**config.mk**
```make
export PLATFORM = sky130hd
export DESIGN_NAME = ps2_host_tx
export DESIGN_NICKNAME = d
export VERILOG_FILES = /design/src/rtl/ps2_host_tx.sv
export SDC_FILE = /design/constraint.sdc
export NUM_CORES = 1
export LEC_CHECK = 0
export BUFFER_PORTS_ARGS = -buffer_cell sky130_fd_sc_hd__buf_2
export CAP_MARGIN = 20
export CORE_MARGIN = 1
export CORE_UTILIZATION = 30
export CTS_CLUSTER_DIAMETER = 40
export DETAILED_ROUTE_END_ITERATION = 12
export GPL_ROUTABILITY_DRIVEN = 0
export PLACE_DENSITY = 0.56
export REMOVE_ABC_BUFFERS = 1
export SYNTH_ARGS = -nofsm -noshare
export SYNTH_HDL_FRONTEND = slang
export SYNTH_SLANG_ARGS = --single-unit
```
**constraint.sdc**
```tcl
create_clock -name CLOCK_50 -period 4.25 [get_ports CLOCK_50]
set_clock_uncertainty 0.2 [all_clocks]
set_input_delay 0.2125 -clock CLOCK_50 [delete_from_list [all_inputs] [get_ports CLOCK_50]]
set_output_delay 0.2125 -clock CLOCK_50 [all_outputs]
set_load 0.02 [all_outputs]
```
**src/rtl/ps2_host_tx.sv**
```systemverilog
// PS/2 host-to-device transmitter.
// Inhibits the bus, issues request-to-send, shifts out an 11-bit frame
// (start, 8 data LSB first, odd parity, stop) on device clock falling edges,
// samples the device ACK, then waits for the bus to return idle.
// Open-drain style: *_oe = 1 pulls the corresponding line low.
module ps2_host_tx #(
  parameter int INHIBIT_CYCLES = 5000,
  parameter int TIMEOUT_CYCLES = 750000
) (
  input  logic       CLOCK_50,
  input  logic       reset,
  input  logic       wr_en,
  input  logic [7:0] din,
  input  logic       ps2c_in,
  input  logic       ps2d_in,
  output logic       ps2c_oe,
  output logic       ps2d_oe,
  output logic       busy,
  output logic       tx_done_tick,
  output logic       ack_ok,
  output logic       tx_error
);

  localparam int IW = $clog2(INHIBIT_CYCLES + 1);
  localparam int TW = $clog2(TIMEOUT_CYCLES + 1);
  localparam logic [IW-1:0] INH_LAST = IW'(INHIBIT_CYCLES - 1);
  localparam logic [TW-1:0] TO_LAST  = TW'(TIMEOUT_CYCLES - 1);

  typedef enum logic [2:0] {
    IDLE,
    INHIBIT,
    RTS,
    SEND,
    ACK,
    WAIT_IDLE
  } state_t;

  state_t          state, state_next;
  logic [7:0]      filt_reg;
  logic            filt_val;
  logic            fall_edge;
  logic            ps2d_p0, ps2d_p1;
  logic [IW-1:0]   inh_cnt, inh_cnt_next;
  logic [TW-1:0]   to_cnt, to_cnt_next;
  logic [3:0]      bit_cnt, bit_cnt_next;
  logic [8:0]      frame_sh, frame_sh_next;
  logic            ack_ok_next;
  logic            ps2c_oe_next, ps2d_oe_next, busy_next, done_next, err_next;
  logic            accept, timed, timeout, done_cond;

  // Glitch filter on the device clock: level flips only after eight equal samples.
  always_ff @(posedge CLOCK_50) begin
    if (reset) begin
      filt_reg <= 8'hFF;
      filt_val <= 1'b1;
    end else begin
      filt_reg <= {ps2c_in, filt_reg[7:1]};
      if (filt_reg == 8'hFF)
        filt_val <= 1'b1;
      else if (filt_reg == 8'h00)
        filt_val <= 1'b0;
    end
  end

  // Falling edge of the filtered clock: level still high while the window is all zeros.
  assign fall_edge = filt_val && (filt_reg == 8'h00);

  // Two-flop synchronizer for the asynchronous data line.
  always_ff @(posedge CLOCK_50) begin
    ps2d_p0 <= ps2d_in;
    ps2d_p1 <= ps2d_p0;
  end

  // Frame shift register: {parity, din}; bit 0 is the next bit to present.
  always_ff @(posedge CLOCK_50) begin
    frame_sh <= frame_sh_next;
  end

  // A request counts only in IDLE and not while a completion/abort pulse is showing.
  assign accept    = (state == IDLE) && wr_en && !tx_done_tick && !tx_error;
  assign timed     = (state == RTS) || (state == SEND) || (state == ACK) || (state == WAIT_IDLE);
  assign done_cond = (state == WAIT_IDLE) && filt_val && ps2d_p1;
  assign timeout   = timed && !fall_edge && !done_cond && (to_cnt == TO_LAST);

  // State, counters and registered outputs.
  always_ff @(posedge CLOCK_50) begin
    if (reset) begin
      state        <= IDLE;
      inh_cnt      <= '0;
      to_cnt       <= '0;
      bit_cnt      <= '0;
      ack_ok       <= 1'b0;
      ps2c_oe      <= 1'b0;
      ps2d_oe      <= 1'b0;
      busy         <= 1'b0;
      tx_done_tick <= 1'b0;
      tx_error     <= 1'b0;
    end else begin
      state        <= state_next;
      inh_cnt      <= inh_cnt_next;
      to_cnt       <= to_cnt_next;
      bit_cnt      <= bit_cnt_next;
      ack_ok       <= ack_ok_next;
      ps2c_oe      <= ps2c_oe_next;
      ps2d_oe      <= ps2d_oe_next;
      busy         <= busy_next;
      tx_done_tick <= done_next;
      tx_error     <= err_next;
    end
  end

  // Next-state logic, counter updates and frame bookkeeping.
  always_comb begin
    state_next    = state;
    inh_cnt_next  = inh_cnt;
    to_cnt_next   = to_cnt;
    bit_cnt_next  = bit_cnt;
    frame_sh_next = frame_sh;
    ack_ok_next   = ack_ok;

    // Timeout counter restarts on every device clock edge while the device owns the pacing.
    if (timed)
      to_cnt_next = fall_edge ? '0 : to_cnt + TW'(1);

    unique case (state)
      IDLE: begin
        to_cnt_next = '0;
        if (accept) begin
          state_next    = INHIBIT;
          inh_cnt_next  = '0;
          bit_cnt_next  = '0;
          frame_sh_next = {~^din, din};
        end
      end
      INHIBIT: begin
        if (inh_cnt == INH_LAST) begin
          state_next  = RTS;
          to_cnt_next = '0;
        end else begin
          inh_cnt_next = inh_cnt + IW'(1);
        end
      end
      RTS: begin
        if (fall_edge) begin
          state_next    = SEND;
          bit_cnt_next  = 4'd1;
          frame_sh_next = {1'b0, frame_sh[8:1]};
        end
      end
      SEND: begin
        if (fall_edge) begin
          if (bit_cnt == 4'd9) begin
            state_next = ACK;
          end else begin
            bit_cnt_next  = bit_cnt + 4'd1;
            frame_sh_next = {1'b0, frame_sh[8:1]};
          end
        end
      end
      ACK: begin
        if (fall_edge) begin
          ack_ok_next = ~ps2d_p1;
          state_next  = WAIT_IDLE;
        end
      end
      WAIT_IDLE: begin
        if (done_cond)
          state_next = IDLE;
      end
      default: state_next = IDLE;
    endcase

    if (timeout)
      state_next = IDLE;
  end

  // Output values for the coming cycle, derived from where the FSM is heading.
  always_comb begin
    ps2c_oe_next = 1'b0;
    ps2d_oe_next = 1'b0;
    busy_next    = (state_next != IDLE);
    done_next    = done_cond;
    err_next     = timeout;
    unique case (state_next)
      INHIBIT: begin
        ps2c_oe_next = 1'b1;
        ps2d_oe_next = (inh_cnt_next == INH_LAST);
      end
      RTS:     ps2d_oe_next = 1'b1;
      SEND:    ps2d_oe_next = fall_edge ? ~frame_sh[0] : ps2d_oe;
      default: ps2d_oe_next = 1'b0;
    endcase
  end

endmodule

```
==> impl_metrics.env, run 1 <==
export IMPL_status="completed"
export IMPL_syn_to_final_growth_pct=15.23
export IMPL_cts_htree_levels=3
export IMPL_rows=37
export IMPL_drive_above_1_share_pct=11.86
export IMPL_ys_flop_type="dfxtp_1"
export IMPL_hold_path_class="flip-flop to flip-flop"
export IMPL_synth_seq_cells=66
export IMPL_worstPathArrival_ns=3.07
export IMPL_synth_area_per_cell_um2=8.428
export IMPL_mostFrequentLayoutCells="dfxtp_1, nand2_1, nor2_1, nand3_1, a21oi_1"
export IMPL_io_pins=19
export IMPL_largest_register_ff_count=20
export IMPL_fp_dieH_um=106.1
export IMPL_ff_latch_area_um2=1411
export IMPL_cp_top_family="simple AND/OR/NAND/NOR gates"
export IMPL_drc=0
export IMPL_regMostFlops="to_cnt"
export IMPL_crit_fanout=14
export IMPL_ys_async_sr_fraction_pct=0
export IMPL_maxCapViolations=0
export IMPL_final_area_um2=3749
export IMPL_n_antenna_cell=0
export IMPL_post_cts_buffers=0
export IMPL_placed_area_um2=3460
export IMPL_cts_path_max_buffers=2
export IMPL_grt_pass1_wl_um=12590
export IMPL_cpPeakStageDelay_ns=0.59
export IMPL_cpMaxStageDelayCell="dfxtp_1"
export IMPL_period_minus_slack_ns=2.983
export IMPL_dr_pass1_iters=4
export IMPL_max_slew_margin_rel_pct=41.51
export IMPL_grt_ovfl_total=0
export IMPL_syn_area_um2=3253
export IMPL_wl_per_cell_um=13.57
export IMPL_grt_setup_unrepaired="no"
export IMPL_grt_max_degree=35
export IMPL_instances_no_fill=549
export IMPL_cts_tree="yes"
export IMPL_clk_pin_slew_ns=0.07
export IMPL_cts_hold_buf=10
export IMPL_multiInputGateArea_um2=1739
export IMPL_cts_sinks=66
export IMPL_io_buffers=18
export IMPL_via_per_inst=5.204
export IMPL_crit_path_start_kind="flip-flop"
export IMPL_start_util_pct=31.23
export IMPL_antenna_found_initial=0
export IMPL_fillCellCount=1116
export IMPL_tightest_slew_ns=0.8681
export IMPL_dp_cells=523
export IMPL_first_iter_violations=98
export IMPL_clk_latency_ns=0.34
export IMPL_cp_cell_sequence="or3b_1, or3_1, a22o_1, a2111o_1, nor4_1, a31o_1"
export IMPL_setup_violations=0
export IMPL_crit_buf_inv=0
export IMPL_gr_usage_all_layers_pct=14.00
export IMPL_synth_distinct_cells=57
export IMPL_clock_root_buffer="clkbuf_8"
export IMPL_hold_viol=0
export IMPL_vias=2857
export IMPL_end_kind="flip-flop"
export IMPL_fmax_mhz=335.3
export IMPL_die_w_um=106.1
export IMPL_layout_commonest_cell="dfxtp_1"
export IMPL_synth_area_leaders="dfxtp_1, edfxtp_1, nand2_1"
export IMPL_ys_warn_count=0
export IMPL_required_ns=4.33
export IMPL_routed_wl_um=7451
export IMPL_synth_cells=386
export IMPL_synth_seq_area_share_pct=43.38
export IMPL_fin_crit_sh_pct=70.18
export IMPL_dpl_worst_slack_ns=1.327
export IMPL_antenna_left=0
export IMPL_grt_pass1_vias=2635
export IMPL_synth_edff_count=9
export IMPL_netlist_area_leader_share_pct=35.08
export IMPL_dp_hpwl_um=5110
export IMPL_vdd_ir_drop_worst_v=0.0001588
export IMPL_cts_resized=0
export IMPL_leakage_nw=1.324
export IMPL_nets=425
export IMPL_dieArea_um2=11260
export IMPL_setup_slack_ns=1.267
export IMPL_maxSlewViolCount=0
export IMPL_core_region_area_um2=10420
export IMPL_cts_buffers=9
export IMPL_top_regs="to_cnt (20), inh_cnt (13), frame_sh (9)"
export IMPL_timing_worst_setup_path_type="flip-flop to flip-flop"
export IMPL_synth_largest_area_cell="dfxtp_1"
export IMPL_setup_tns_ns=0
export IMPL_power_density_nw_per_um2=333.4
## where the power goes
part / switching (W) / leakage (nW) / internal, W
combinational: 0.0000440 / 0.678 / 0.0000329
clock: 0.000231 / 0.0974 / 0.000286
sequential: 0.00000860 / 0.548 / 0.000647
total: 0.000284 / 1.32 / 0.000966
## final cells by class
cell class | instances | area share (%)
Tap cell | 136 | 4.539
Clock buffer | 13 | 3.972
Sequential cell | 66 | 37.65
Clock inverter | 3 | 1.068
Multi-Input combinational cell | 293 | 46.40
Timing Repair Buffer | 31 | 5.674
Inverter | 7 | 0.7009
## cells in the mapped netlist, drive strengths merged (4+ instances only)
master and number:
dfxtp 57, nand2 51, nor2 39, nand3 23, a21oi 20, clkbuf 18
o21ai 16, nor3 12, xnor2 11, or2 10, and3 9, edfxtp 9
nor4 9, nand4 8, xor2 8, inv 7, a31oi 5, a211oi 4
a311oi 4, ha 4, nor2b 4, o21a 4
## worst paths after layout
kind                                from  endpoint  slack (ns)  cells after the start
worst min-delay path             ps2d_p0   ps2d_p1        0.13                      0
worst max-delay path            state[0]   ps2d_oe        1.27                      6
worst max register to register  state[0]   ps2d_oe        1.27                      6
worst min register to register   ps2d_p0   ps2d_p1        0.13                      0
## layer usage
layer / vias up / part of all wire (%) / global-route usage, %
met5: - / 0 / 0
met4: 0 / 0.91 / 4.762
met3: 5 / 4.5 / 3.311
met2: 57 / 46 / 22.22
met1: 1357 / 48 / 18.55
li1: 1438 / - / -
## cells by family (layout without fill, tap and decap cells)
logic type      count (synthesis)  in the layout  share of synthesized area [%]
compound gates                 75             75                          15.27
xor+xnor                       19             19                          5.115
fa+ha+maj                       5              5                          1.846
buf+inv                        27             54                          3.154
flops                          66             66                          43.38
mux                             3              3                         0.9615
simple gates                  191            191                          30.27
## through the flow
step           total power, W  util, %  hold slack [ns]
2_1_floorplan       0.0007109        -          0.04022
3_3_place_gp        0.0007381    33.21           0.1125
3_5_place_dp        0.0007395    33.21           0.1147
4_1_cts              0.001266    35.99           0.1304
5_1_grt              0.001300    35.99           0.1462
6_report             0.001250    35.99           0.1280
No activity file was read; power rests on OpenSTA's default activity.
==> run 2, diff against run 1 <==
--- a/config.mk
+++ b/config.mk
@@ -12,7 +12,7 @@
 export CTS_CLUSTER_DIAMETER = 40
 export DETAILED_ROUTE_END_ITERATION = 12
 export GPL_ROUTABILITY_DRIVEN = 0
-export PLACE_DENSITY = 0.56
+export PLACE_DENSITY = 0.58
 export REMOVE_ABC_BUFFERS = 1
 export SYNTH_ARGS = -nofsm -noshare
 export SYNTH_HDL_FRONTEND = slang
==> constraint.sdc (replaced) <==
create_clock -name CLOCK_50 -period 2.73 [get_ports CLOCK_50]
set_clock_uncertainty 0.2 [all_clocks]
set_input_delay 0.1365 -clock CLOCK_50 [delete_from_list [all_inputs] [get_ports CLOCK_50]]
set_output_delay 0.1365 -clock CLOCK_50 [all_outputs]
set_load 0.02 [all_outputs]
==> run 2 against run 1 <==
Compared with the run above: combinational power grew 74%; critical path depth is the same; via count grew 1.7%; first-iteration DRC count grew 5.1%; critical endpoint unchanged; die area is the same; worst setup slack lost 1.2 ns; sequential share of layout area shrank 1.5 points.
==> impl_metrics.env, run 2 (synthesis gave the netlist of run 1 again) <==
export IMPL_fin_crit_sh_pct=98.26
export IMPL_mostFrequentLayoutCells="dfxtp_1, nand2_1, nor2_1, nand3_1"
export IMPL_end_kind="flip-flop"
export IMPL_instances_no_fill=566
export IMPL_final_area_um2=3901
export IMPL_n_antenna_cell=0
export IMPL_clk_pin_slew_ns=0.08
export IMPL_required_ns=2.81
export IMPL_fillCellCount=1082
export IMPL_multiInputGateArea_um2=1740
export IMPL_syn_to_final_growth_pct=19.92
export IMPL_post_cts_buffers=0
export IMPL_dp_hpwl_um=5372
export IMPL_crit_path_start_kind="flip-flop"
export IMPL_crit_fanout=4
export IMPL_tightest_slew_ns=0.6067
export IMPL_power_density_nw_per_um2=514.7
export IMPL_drive_above_1_share_pct=16.05
export IMPL_vdd_ir_drop_worst_v=0.0002711
export IMPL_placed_area_um2=3587
export IMPL_antenna_found_initial=0
export IMPL_cts_htree_levels=3
export IMPL_antenna_left=0
export IMPL_rrSetupSlack_ns=0.05
export IMPL_setup_violations=0
export IMPL_dr_pass1_iters=4
export IMPL_leakage_nw=1.416
export IMPL_gr_usage_all_layers_pct=14.23
export IMPL_vias=2905
export IMPL_cpMaxStageDelayCell="or4_1"
export IMPL_drc=0
export IMPL_clock_root_buffer="clkbuf_8"
export IMPL_cts_tree="yes"
export IMPL_clk_latency_ns=0.34
export IMPL_fmax_mhz=372.8
export IMPL_ff_latch_area_um2=1411
export IMPL_via_per_inst=5.133
export IMPL_maxSlewViolCount=0
export IMPL_start_util_pct=31.23
export IMPL_fp_dieH_um=106.1
export IMPL_cts_path_max_buffers=2
export IMPL_regMostFlops="to_cnt"
export IMPL_dpl_worst_slack_ns=0.1433
export IMPL_rows=37
export IMPL_dp_cells=540
export IMPL_nets=442
export IMPL_grt_ovfl_total=0
export IMPL_layout_commonest_cell="dfxtp_1"
export IMPL_worstPathArrival_ns=2.77
export IMPL_largest_register_ff_count=20
export IMPL_grt_pass1_vias=2699
export IMPL_maxCapViolations=0
export IMPL_die_w_um=106.1
export IMPL_status="completed"
export IMPL_period_minus_slack_ns=2.683
export IMPL_cp_cell_sequence="or4b_1, or4_1, a2111oi_0, a211oi_1, a211oi_1, a31o_1"
export IMPL_p_total_w=0.002008
export IMPL_grt_setup_unrepaired="yes"
export IMPL_grt_pass1_wl_um=12770
export IMPL_io_buffers=18
export IMPL_timing_worst_setup_path_type="flip-flop to flip-flop"
export IMPL_core_region_area_um2=10420
export IMPL_cts_buffers=9
export IMPL_routed_wl_um=7538
export IMPL_hold_viol=0
export IMPL_cts_sinks=66
export IMPL_crit_buf_inv=0
export IMPL_wl_per_cell_um=13.32
export IMPL_cpMostUsedCell="a211oi_1"
export IMPL_hold_path_class="input port to flip-flop"
export IMPL_io_pins=19
export IMPL_grt_max_degree=35
export IMPL_setup_tns_ns=0
export IMPL_top_regs="to_cnt (20), inh_cnt (13), frame_sh (9)"
export IMPL_cpPeakStageDelay_ns=0.55
export IMPL_cp_top_family="simple AND/OR/NAND/NOR gates"
export IMPL_setup_slack_ns=0.04747
export IMPL_dieArea_um2=11260
export IMPL_max_slew_margin_rel_pct=59.45
export IMPL_first_iter_violations=103
==> run 2: changes by cell type in the layout (fill, tap and decap cells not counted), sizes merged <==
| cell | before | now |
|---|---|---|
| clkinv | 2 | 3 |
| buf | 21 | 38 |
| clkbuf | 13 | 10 |
| clkinvlp | 0 | 2 |
==> run 2: worst register-to-register path, delay by kind of cell (launching register included) <==
kind               cells  cell delay, ns
and+or+nand+nor        2            1.06
AOI/OAI and AO/OA      4            1.03
DFF                    1            0.34
==> run 2: final cells by class <==
| type | count | area share [%] |
|---|---|---|
| tap | 136 | 4.362 |
| clock buffer | 10 | 3.817 |
| multi-input combinational | 293 | 44.61 |
| inverter | 7 | 0.6735 |
| sequential | 66 | 36.18 |
| timing repair buffer | 48 | 8.724 |
| clock inverter | 6 | 1.636 |
==> run 2: per-stage QoR <==
step	utilization, %	hold WS, ns
after floorplan	-	-0.03578
after global placement	34.44	0.04027
after detailed placement	34.44	0.04089
after CTS	37.44	0.06927
after global routing	37.45	0.1025
final	37.45	0.07901
==> run 2: per-layer routing <==
| layer | track usage [%] | vias up | wire length (µm) |
|---|---|---|---|
| met1 | 18.25 | 1369 | 3677 |
| met4 | 4.960 | 0 | 68 |
| li1 | - | 1474 | - |
| met3 | 5.028 | 6 | 344 |
| met5 | 0 | - | 0 |
| met2 | 21.99 | 56 | 3448 |
==> run 2: power breakdown <==
| group | internal [W] | leakage (nW) | switching [W] |
|---|---|---|---|
| Sequential | 0.00101 | 0.548 | 0.00000886 |
| Combinational | 0.0000588 | 0.765 | 0.0000753 |
| Clock | 0.000475 | 0.103 | 0.000382 |
==> run 2: path summary, 6_finish.rpt <==
path / to / start / depth (start not counted)
setup / recovery: ps2d_oe / to_cnt[9] / 6
hold / removal: inh_cnt[3] / reset / 2
setup reg to reg: ps2d_oe / to_cnt[9] / 6
hold reg to reg: ps2d_p1 / ps2d_p0 / 0
==> run 2: timing repair <==
action,in CTS,in global routing
hold buffers,10,0
gates resized for setup,0,1
endpoints found under the setup margin,0,1
endpoints found under the hold margin,10,0
==> run 3, diff against run 2 <==
--- a/config.mk
+++ b/config.mk
@@ -8,11 +8,11 @@
 export BUFFER_PORTS_ARGS = -buffer_cell sky130_fd_sc_hd__buf_2
 export CAP_MARGIN = 20
 export CORE_MARGIN = 1
-export CORE_UTILIZATION = 30
+export CORE_UTILIZATION = 60
 export CTS_CLUSTER_DIAMETER = 40
 export DETAILED_ROUTE_END_ITERATION = 12
 export GPL_ROUTABILITY_DRIVEN = 0
-export PLACE_DENSITY = 0.58
+export PLACE_DENSITY = 0.9
 export REMOVE_ABC_BUFFERS = 1
 export SYNTH_ARGS = -nofsm -noshare
 export SYNTH_HDL_FRONTEND = slang
==> constraint.sdc (replaced) <==
create_clock -name CLOCK_50 -period 2.7 [get_ports CLOCK_50]
set_clock_uncertainty 0.2 [all_clocks]
set_input_delay 0.135 -clock CLOCK_50 [delete_from_list [all_inputs] [get_ports CLOCK_50]]
set_output_delay 0.135 -clock CLOCK_50 [all_outputs]
set_load 0.02 [all_outputs]
==> run 3 against run 2 <==
Compared with the run above: sequential power is essentially flat; largest cell class unchanged; maximum frequency grew 3.6%; sequential share of layout area up 0.90 points; critical path type unchanged; global-route usage increased by 16 points; utilization rose by 36 points; sequential cell count is the same; cell area shrank 2.4%; hold slack better by 0.052 ns; die area fell by 49%; first-iteration DRC count increased by 140%.
==> impl_metrics.env, run 3 (synthesis gave the netlist of run 1 again) <==
export IMPL_status="completed"
export IMPL_hold_viol=0
export IMPL_reg2reg_from="to_cnt[9]"
export IMPL_regMostFlops="to_cnt"
export IMPL_maxCapViolations=0
export IMPL_tightest_slew_ns=0.7094
export IMPL_end_kind="flip-flop"
export IMPL_setup_tns_ns=0
export IMPL_syn_to_final_growth_pct=17.00
export IMPL_io_buffers=18
export IMPL_cts_tree="yes"
export IMPL_rows=26
export IMPL_wl_per_cell_um=15.58
export IMPL_setup_slack_ns=0.1108
export IMPL_setup_violations=0
export IMPL_min_from="ps2d_p0"
export IMPL_io_pins=19
export IMPL_core_region_area_um2=5172
export IMPL_grt_pass1_vias=2861
export IMPL_hold_path_end="ps2d_p1"
export IMPL_leakage_nw=1.397
export IMPL_timing_worst_setup_path_type="flip-flop to flip-flop"
export IMPL_cts_sinks=66
export IMPL_grt_max_degree=20
export IMPL_antenna_found_initial=0
export IMPL_period_minus_slack_ns=2.589
export IMPL_via_per_inst=6.086
export IMPL_die_w_um=75.64
export IMPL_dpl_worst_slack_ns=0.1138
export IMPL_crit_fanout=4
export IMPL_dp_hpwl_um=5290
export IMPL_gr_usage_all_layers_pct=29.91
export IMPL_timing_rr_end="busy"
export IMPL_layout_commonest_cell="dfxtp_1"
export IMPL_clock_root_buffer="clkbuf_8"
export IMPL_fin_crit_sh_pct=95.90
export IMPL_grt_setup_unrepaired="no"
export IMPL_required_ns=2.74
export IMPL_top_regs="to_cnt (20), inh_cnt (13), frame_sh (9)"
export IMPL_clk_latency_ns=0.35
export IMPL_cts_path_max_buffers=2
export IMPL_dr_pass1_iters=5
export IMPL_antenna_left=0
export IMPL_n_antenna_cell=0
export IMPL_routed_wl_um=7761
export IMPL_max_slew_margin_rel_pct=52.21
export IMPL_whs_ns=0.1307
export IMPL_p_total_w=0.001992
export IMPL_hold_path_class="flip-flop to flip-flop"
export IMPL_cts_htree_levels=3
export IMPL_fmax_mhz=386.2
export IMPL_crit_path_start="to_cnt[9]"
export IMPL_maxSlewViolCount=0
export IMPL_clk_pin_slew_ns=0.08
export IMPL_dieArea_um2=5721
export IMPL_grt_ovfl_total=0
export IMPL_vdd_ir_drop_worst_v=0.0004118
export IMPL_first_iter_violations=251
export IMPL_worstPathArrival_ns=2.63
export IMPL_power_density_nw_per_um2=523.4
export IMPL_cts_buffers=9
export IMPL_largest_register_ff_count=20
export IMPL_hold_path_depth=0
export IMPL_crit_path_start_kind="flip-flop"
export IMPL_final_util_pct=73.58
export IMPL_rrSetupSlack_ns=0.11
export IMPL_reg2regPathDepth=6
export IMPL_drive_above_1_share_pct=15.89
export IMPL_nets=440
export IMPL_start_util_pct=62.89
export IMPL_fillCellCount=388
export IMPL_vias=3031
export IMPL_fp_dieH_um=75.64
export IMPL_drc=0
export IMPL_grt_pass1_wl_um=12570
export IMPL_mostFrequentLayoutCells="dfxtp_1, nand2_1, nor2_1, nand3_1, a21oi_1"
[run 3: cell count changes in the layout (fill, tap and decap cells not counted), sizes merged]
| cell | before | now |
|---|---|---|
| buf | 38 | 35 |
| dlygate4sd3 | 10 | 11 |
[run 3: how the worst max path moves through the flow]
stage | to | slack [ns] | depth (start not counted)
final | busy | 0.11 | 6
after global routing | to_cnt[4] | 0.02 | 6
after CTS | busy | 0.10 | 6
after detailed placement | busy | 0.11 | 6
after global placement | busy | 0.19 | 6
after floorplan | ps2d_oe | 0.03 | 6
[run 3: what timing repair did]
action,in CTS,in global routing
resized for setup,0,3
endpoints found under the hold margin,19,0
hold buffers,11,0
buffers inserted,0,0
endpoints found under the setup margin,0,3
[run 3: where the power goes]
part / leakage (nW) / switching [W] / internal [W]
combinational: 0.756 / 0.0000791 / 0.0000598
clock: 0.0925 / 0.000397 / 0.000428
sequential: 0.548 / 0.0000105 / 0.00102
[run 3: stage by stage]
step	instances	instance area, µm²
5_1_grt	498	3806
3_3_place_gp	471	3482
2_1_floorplan	366	3177
4_1_cts	498	3787
6_report	498	3806
3_5_place_dp	471	3482
[run 3: routing by layer]
layer / global-route usage [%] / share of wire, % / wire (µm)
met4: 15.84 / 3.0 / 234
met5: 0 / 0 / 0
met1: 34.70 / 41 / 3171
met3: 10.05 / 5.7 / 440
met2: 49.11 / 50 / 3914
[run 3: critical path, stage by stage, from the launching register on]
cell and delay (ns):
dfxtp_1 0.34, or4b_1 0.52, or4_1 0.54, nor3_2 0.26
maj3_1 0.22, nor2_1 0.05, or3_1 0.35
[run 3: final cells by class]
class / instances / area (µm²) / area share [%]
clock buffers: 10 / 127.6 / 3.353
clock inverters: 6 / 67.56 / 1.775
inverters: 7 / 26.28 / 0.6903
multi-input cells: 293 / 1758 / 46.19
flip-flops and latches: 66 / 1411 / 37.08
well taps: 70 / 87.58 / 2.301
repair buffers: 46 / 327.8 / 8.613
